File: config.mk
export PLATFORM = sky130hd
export DESIGN_NAME = hex_scan_display_flat
export DESIGN_NICKNAME = d
export VERILOG_FILES = /design/src/rtl/hex_scan_display_pkg.sv /design/src/rtl/hex_scan_display_if.sv /design/src/rtl/hex_digit_decode.sv /design/src/rtl/hex_scan_display.sv /design/src/flat_wrapper.sv
export SDC_FILE = /design/constraint.sdc
export NUM_CORES = 1
export LEC_CHECK = 0
export CELL_PAD_IN_SITES_DETAIL_PLACEMENT = 0
export CELL_PAD_IN_SITES_GLOBAL_PLACEMENT = 1
export CORE_MARGIN = 2
export CORE_UTILIZATION = 36
export DETAILED_ROUTE_END_ITERATION = 16
export GPL_TIMING_DRIVEN = 1
export PLACE_DENSITY = 0.76
export SYNTH_ARGS = -nofsm -noshare
export SYNTH_HDL_FRONTEND = slang
export SYNTH_SLANG_ARGS = --single-unit
export TNS_END_PERCENT = 10
File: constraint.sdc
create_clock -name clk -period 2 [get_ports clk]
set_input_delay 0.4 -clock clk [delete_from_list [all_inputs] [get_ports clk]]
set_output_delay 0.4 -clock clk [all_outputs]
set_load 0.02 [all_outputs]
File: src/rtl/hex_scan_display_pkg.sv
// hex_disp_pkg: shared constants and helpers for the multiplexed hex display.
// Holds the all-dark segment pattern, the 16-entry active-low decode table
// (index = nibble, bit order abcdefg on [1:7]) and the index-width helpers.
`timescale 1ns/1ps

package hex_disp_pkg;

  // All segments dark (common-anode, active-low segments).
  localparam logic [1:7] SEG_OFF = 7'b1111111;

  // Active-low abcdefg patterns; bit [1] is segment a, bit [7] is segment g.
  localparam logic [1:7] SEG_TABLE [16] = '{
    7'b0000001,  // 0
    7'b1001111,  // 1
    7'b0010010,  // 2
    7'b0000110,  // 3
    7'b1001100,  // 4
    7'b0100100,  // 5
    7'b0100000,  // 6
    7'b0001111,  // 7
    7'b0000000,  // 8
    7'b0000100,  // 9
    7'b0001000,  // A
    7'b1100000,  // b
    7'b0110001,  // C
    7'b1000010,  // d
    7'b0110000,  // E
    7'b0111000   // F
  };

  // Digit index width; a single-digit display still carries a 1-bit index.
  function automatic int idx_w(input int digits);
    return (digits <= 1) ? 1 : $clog2(digits);
  endfunction

  // Prescaler width; a divide-by-1 prescaler still needs one register bit.
  function automatic int cnt_w(input int div);
    return (div <= 1) ? 1 : $clog2(div);
  endfunction

endpackage

File: src/rtl/hex_scan_display_if.sv
// hex_scan_display_if: bundles the datapath-facing inputs and pin-facing outputs.
// master: the producer of value/load/dp/blank_mask/lz_en that observes the pins.
// slave : the display driver that consumes the inputs and drives seg/dp_n/an.
// Ports (signals): value[4*DIGITS], load, dp[DIGITS], blank_mask[DIGITS], lz_en,
//   seg[1:7] (active low), dp_n (active low), an[DIGITS] (active low), digit_idx.
`timescale 1ns/1ps

interface hex_scan_display_if #(
  parameter int DIGITS = 4,
  parameter int IDX_W  = hex_disp_pkg::idx_w(DIGITS)
) ();

  logic [4*DIGITS-1:0] value;
  logic                load;
  logic [DIGITS-1:0]   dp;
  logic [DIGITS-1:0]   blank_mask;
  logic                lz_en;

  logic [1:7]          seg;
  logic                dp_n;
  logic [DIGITS-1:0]   an;
  logic [IDX_W-1:0]    digit_idx;

  modport master (
    output value, load, dp, blank_mask, lz_en,
    input  seg, dp_n, an, digit_idx
  );

  modport slave (
    input  value, load, dp, blank_mask, lz_en,
    output seg, dp_n, an, digit_idx
  );

endinterface

File: src/rtl/hex_digit_decode.sv
// hex_digit_decode: 4-bit hex nibble to active-low abcdefg segment pattern.
// Latency: purely combinational, zero cycles.
// Backpressure: none; output follows the nibble continuously.
// Ports: nibble[3:0] in, seg[1:7] out (bit 1 = segment a, active low).
`timescale 1ns/1ps

module hex_digit_decode
  import hex_disp_pkg::*;
(
  input  logic [3:0] nibble,
  output logic [1:7] seg
);

  always_comb begin
    seg = SEG_TABLE[nibble];
  end

endmodule

File: src/rtl/hex_scan_display.sv
// hex_scan_display: time-multiplexed common-anode hex display driver with
//   shadowed input, guard-blanked refresh scan, per-digit blank/dp, leading-zero suppression.
// Latency: outputs are registered, one cycle behind prescaler/digit_idx/shadow state.
// Backpressure: none; load is a one-cycle capture strobe and is always accepted.
// Ports: clk, reset (sync, active high), bus (hex_scan_display_if.slave):
//   value/load/dp/blank_mask/lz_en in; seg/dp_n/an (active low) and digit_idx out.
`timescale 1ns/1ps

module hex_scan_display
  import hex_disp_pkg::*;
#(
  parameter int DIGITS      = 4,
  parameter int REFRESH_DIV = 50000,
  parameter int GUARD       = 2,
  parameter int CNT_W       = cnt_w(REFRESH_DIV),
  parameter int IDX_W       = idx_w(DIGITS)
) (
  input  logic              clk,
  input  logic              reset,
  hex_scan_display_if.slave bus
);

  // Shadow copies of the display content, so a multi-cycle update of the
  // datapath result never shows a torn mix of old and new digits.
  logic [4*DIGITS-1:0] shadow_value;
  logic [DIGITS-1:0]   shadow_dp;
  logic [DIGITS-1:0]   shadow_blank;

  // Scan state.
  logic [CNT_W-1:0]    prescaler;
  logic [IDX_W-1:0]    digit_idx;
  logic                slot_tick;
  logic                in_guard;

  // Current-digit datapath.
  logic [3:0]          nibble;
  logic [1:7]          dec_seg;
  logic                upper_nz;
  logic                dark;
  logic [DIGITS-1:0]   an_active;

  // Output registers.
  logic [1:7]          seg_q;
  logic                dp_n_q;
  logic [DIGITS-1:0]   an_q;

  assign slot_tick = (prescaler == CNT_W'(REFRESH_DIV - 1));

  // The first GUARD cycles of each slot keep every anode off so the previous
  // digit's pattern cannot ghost onto the next anode while segments settle.
  assign in_guard  = (int'(prescaler) < GUARD);

  assign nibble    = shadow_value[4*int'(digit_idx) +: 4];

  hex_digit_decode u_dec (
    .nibble (nibble),
    .seg    (dec_seg)
  );

  // A digit is a leading zero when it and every more-significant nibble are
  // zero. Digit 0 is exempt, so an all-zero value still shows a single "0".
  always_comb begin
    upper_nz = 1'b0;
    for (int j = 0; j < DIGITS; j++) begin
      if ((j >= int'(digit_idx)) && (shadow_value[4*j +: 4] != 4'h0)) begin
        upper_nz = 1'b1;
      end
    end
  end

  // lz_en is taken live rather than shadowed: it is a display mode, not data.
  assign dark = shadow_blank[digit_idx] |
                (bus.lz_en && (digit_idx != '0) && !upper_nz);

  // One-hot active-low anode for the slot owner. A dark digit keeps its anode
  // enabled; only the segments go off, which keeps the scan duty uniform.
  always_comb begin
    an_active            = '1;
    an_active[digit_idx] = 1'b0;
  end

  always_ff @(posedge clk) begin
    if (reset) begin
      shadow_value <= '0;
      shadow_dp    <= '0;
      shadow_blank <= '0;
      prescaler    <= '0;
      digit_idx    <= '0;
      seg_q        <= SEG_OFF;
      dp_n_q       <= 1'b1;
      an_q         <= '1;
    end else begin
      if (bus.load) begin
        shadow_value <= bus.value;
        shadow_dp    <= bus.dp;
        shadow_blank <= bus.blank_mask;
      end

      if (slot_tick) begin
        prescaler <= '0;
        if (digit_idx == IDX_W'(DIGITS - 1)) begin
          digit_idx <= '0;
        end else begin
          digit_idx <= digit_idx + IDX_W'(1);
        end
      end else begin
        prescaler <= prescaler + CNT_W'(1);
      end

      if (in_guard) begin
        seg_q  <= SEG_OFF;
        dp_n_q <= 1'b1;
        an_q   <= '1;
      end else begin
        seg_q  <= dark ? SEG_OFF : dec_seg;
        dp_n_q <= dark | ~shadow_dp[digit_idx];
        an_q   <= an_active;
      end
    end
  end

  assign bus.seg       = seg_q;
  assign bus.dp_n      = dp_n_q;
  assign bus.an        = an_q;
  assign bus.digit_idx = digit_idx;

endmodule

File: src/flat_wrapper.sv
// flat-port wrapper written by rule: the top's interface ports become plain ports
module hex_scan_display_flat import hex_disp_pkg::*;
#(
  parameter int DIGITS      = 4,
  parameter int REFRESH_DIV = 50000,
  parameter int GUARD       = 2,
  parameter int CNT_W       = cnt_w(REFRESH_DIV),
  parameter int IDX_W       = idx_w(DIGITS)
)
  (clk, reset, bus_value, bus_load, bus_dp, bus_blank_mask, bus_lz_en, bus_seg, bus_dp_n, bus_an, bus_digit_idx);
  hex_scan_display_if #(.DIGITS(DIGITS), .IDX_W(IDX_W)) bus_i ();
  input  logic clk;
  input  logic reset;
  input wire logic [$bits(bus_i.value)-1:0] bus_value;
  input wire logic [$bits(bus_i.load)-1:0] bus_load;
  input wire logic [$bits(bus_i.dp)-1:0] bus_dp;
  input wire logic [$bits(bus_i.blank_mask)-1:0] bus_blank_mask;
  input wire logic [$bits(bus_i.lz_en)-1:0] bus_lz_en;
  output wire logic [$bits(bus_i.seg)-1:0] bus_seg;
  output wire logic [$bits(bus_i.dp_n)-1:0] bus_dp_n;
  output wire logic [$bits(bus_i.an)-1:0] bus_an;
  output wire logic [$bits(bus_i.digit_idx)-1:0] bus_digit_idx;
  assign bus_i.value = bus_value;
  assign bus_i.load = bus_load;
  assign bus_i.dp = bus_dp;
  assign bus_i.blank_mask = bus_blank_mask;
  assign bus_i.lz_en = bus_lz_en;
  assign bus_seg = bus_i.seg;
  assign bus_dp_n = bus_i.dp_n;
  assign bus_an = bus_i.an;
  assign bus_digit_idx = bus_i.digit_idx;
  hex_scan_display #(.DIGITS(DIGITS), .REFRESH_DIV(REFRESH_DIV), .GUARD(GUARD), .CNT_W(CNT_W), .IDX_W(IDX_W)) u_core (.clk(clk), .reset(reset), .bus(bus_i));
endmodule
==> run_results.csv <==
group,metric,value,unit
status,status,"finished clean",
sta,fin_skew,0.00636,ns
global_routing,grt_usage,0.147,
cells_and_area,fin_util,0.459,
sta,final.setup.tns,0,ns
sta,slew_headroom,0.677,
placement,dp_slack,0.121,ns
logic_synthesis,synthAdderAreaFrac,0.0608,
worst_setup_path,path_cells,"mux4_2 -> inv_2 -> ha_1 -> inv_1 -> or2_1 -> a21o_1 -> o2111ai_1",
clock_network,clockRootBuffer,"clkbuf_8",
sta,hold_viol,0,
placement,io_buffers,41,
floorplanning,core_area,0.00672,mm2
drt,wirelength,5.17,mm
logic_synthesis,ys_types,40,
logic_synthesis,seq_area_frac_synth,0.438,
worst_setup_path,cp_data_required_time,2.23,ns
cells_and_area,regArea,0.00108,mm2
floorplanning,ioPinCount,42,
worst_setup_path,crit_fanout,5,
sta,drv_slew,0,
drt,drc,0,
logic_synthesis,yosys.area.top_type_share,0.438,
floorplanning,placementRows,30,
clock_network,htree_levels,2,
cells_and_area,synthToLayoutAreaGrowth,25.0,%
logic_synthesis,synth_compound_area_frac,0.0689,
clock_network,cts_buffers,5,
floorplanning,die_w,86.8,um
clock_network,cts_tree,"done",
drt,vias,1887,
floorplanning,dieArea,0.00754,mm2
drt,viasPerCell,5.05,
cells_and_area,drive_above_1_share,0.0782,
drt,met1_length,2.42,mm
cells_and_area,num-nets-final,333,
cells_and_area,nFillCells,633,
worst_setup_path,critical-path-top-delay-family,"multiplexers",
worst_setup_path,cp_slowest_cell,"mux4_2",
worst_setup_path,slowest_delay,0.57,ns
logic_synthesis,synth_area_leader_cell,"dfxtp_1",
logic_synthesis,synth.area.mux_share,0.162,
sta,setup_viol,0,
sta,setup_slack,0.102,ns
min_path,holdCritPathClass,"register to register",
logic_synthesis,syn_inst,253,
logic_synthesis,synth-simple-area-share,0.184,
logic_synthesis,avgSynthCellArea,9.76,um2
logic_synthesis,yosysWarningCount,0,
global_routing,grt_overflow,0,
sta,rsz0062_at_grt,"false",
global_routing,grt_max_degree,28,
logic_synthesis,synth_nets,293,
power,p_leak,1.23,nW
clock_network,insertion_delay,0.30,ns
sta,min_period_over_period,0.949,
clock_network,cts_post_setup_buffers_inserted,0,
sta,fin_crit,1.90,ns
drt,wl_met3,244,um
floorplanning,start_util,0.367,
logic_synthesis,synth-xor-area-share,0.0426,
worst_setup_path,cp_num_buf_inv,2,
logic_synthesis,synth_flop_cell,"dfxtp_1",
drt,top_layer,"met4",
worst_setup_path,startpoint_type,"register",
floorplanning,fp.dieH,86.8,um
drt,wl_met2,2.46,mm
logic_synthesis,synth_top_family_by_area,"simple AND/OR/NAND/NOR gates",
clock_network,cts_hold_buf,0,
logic_synthesis,synth-seq-cells,54,
cells_and_area,multi_input_area,0.00128,mm2
sta,tightest_slew,0.479,ns
placement,place_hpwl,3.70,mm
logic_synthesis,synth_area,0.00247,mm2
flow_run,maxCapViolations,0,
worst_setup_path,end_kind,"register",
global_routing,grt_first_pass_wirelength,8.78,mm
drt,wl_per_cell,13.8,um
drt,drt_first_pass_iters,4,
drt,drt_first_iter_violations,87,
global_routing,grt_pass1_vias,1853,
cells_and_area,antenna-diode-count,0,
logic_synthesis,synthArstFlopShare,0,
worst_setup_path,arrival,2.12,ns
sta,fmax,527,MHz
logic_synthesis,synth-edff-count,0,
drt,ant_nets,0,
clock_network,clock-sinks,54,
clock_network,cts.path.max_buffers,2,
worst_setup_path,crit_type,"register to register",
placement,globalplace.congestion,0.772,
power,power.density,695,mW/mm2
logic_synthesis,ys_top_cells_by_area,"dfxtp_1, mux2i_1, nor2_1, ha_1, mux4_2",
global_routing,antenna_found_initial,0,
power,ir_worst_vdd,0.366,mV
clock_network,path_clk_slew,0.10,ns
area by class of cell:
type                    count  area share
clock buffers               5      0.0223
inverters                  10      0.0122
repair buffers             47       0.152
well taps                  80      0.0324
flip-flops and latches     54       0.351
multi-input cells         175       0.415
clock inverters             3      0.0146
where the power goes:
group          leakage [nW]  switching (W)  internal, W
logic                 0.739       0.000117     0.000144
clock network        0.0504       0.000362     0.000373
registers             0.443      0.0000304      0.00112
sequential cells by signal (all words and copies together), names as in the netlist:
register	flops
u_core.prescaler	16
u_core.shadow_value	16
u_core.bus.seg	7
u_core.bus.digit_idx	2
u_core.shadow_dp	4
u_core.bus.dp_n	1
u_core.bus.an	4
u_core.shadow_blank	4
worst paths after layout:
path	start	end	slack (ns)	cells past startpoint
setup / recovery	u_core.bus.digit_idx[0]$_SDFFE_PP0P_	u_core.bus.seg[1]$_SDFF_PP1_	0.10	7
hold / removal	u_core.prescaler[0]$_SDFF_PP0_	u_core.prescaler[0]$_SDFF_PP0_	0.47	1
setup reg to reg	u_core.bus.digit_idx[0]$_SDFFE_PP0P_	u_core.bus.seg[1]$_SDFF_PP1_	0.10	7
hold reg to reg	u_core.prescaler[0]$_SDFF_PP0_	u_core.prescaler[0]$_SDFF_PP0_	0.47	1
cells in the mapped netlist (all sizes together), types with 2 or more instances:
library cell	count
dfxtp	54
nor2	41
mux2i	25
nand2	14
ha	12
nand3	11
inv	10
xor2	9
buf	7
clkbuf	7
a21oi	6
and4	6
mux4	6
nor4	6
o21ai	6
nand4	5
nand3b	3
xnor2	3
and3	2
o211ai	2
o311ai	2
or3	2
logic make-up (layout without fill, tap and decap cells):
family,after synthesis,after routing
and+or+nand+nor,94,94
DFF,54,54
muxes,32,32
AOI/OAI and AO/OA,25,25
buffers and inverters,24,65
adders and majority gates,12,12
xor gates and xnor gates,12,12
what timing repair did:
action	CTS	global route
resized for setup	0	1
endpoints found under the hold margin	0	0
setup endpoints to repair	0	1
metrics by stage:
stage / instance area [um2] / hold WS, ns / cells / total power [W]
final: 3090 / 0.473 / 374 / 0.00215
after global routing: 3090 / 0.505 / 374 / 0.00224
after CTS: 3080 / 0.478 / 374 / 0.00217
after detailed placement: 2970 / 0.455 / 366 / 0.00144
after global placement: 2970 / 0.443 / 366 / 0.00144
after floorplan: 2480 / 0.426 / 253 / 0.00132
cells in the final DEF (no fill, tap or decap), types with 3 or more instances in the layout:
cell / count
mux2i_1: 25
o21ai_0: 6
inv_1: 9
a21oi_1: 6
and4_1: 6
nor4_1: 6
nand3_1: 11
xor2_1: 9
nand3b_1: 3
xnor2_1: 3
buf_4: 5
mux4_2: 5
nor2_1: 41
dfxtp_1: 53
nand4_1: 5
clkdlybuf4s50_1: 40
ha_1: 12
clkbuf_8: 5
nand2_1: 14
metal layers:
metal  global-route usage  vias to the layer above
li1                     -                      968
met1                0.193                      870
met2                0.241                       44
met3               0.0352                        5
met4               0.0384                        0
met5                    0                        -
No activity file was read; power rests on OpenSTA's default activity.
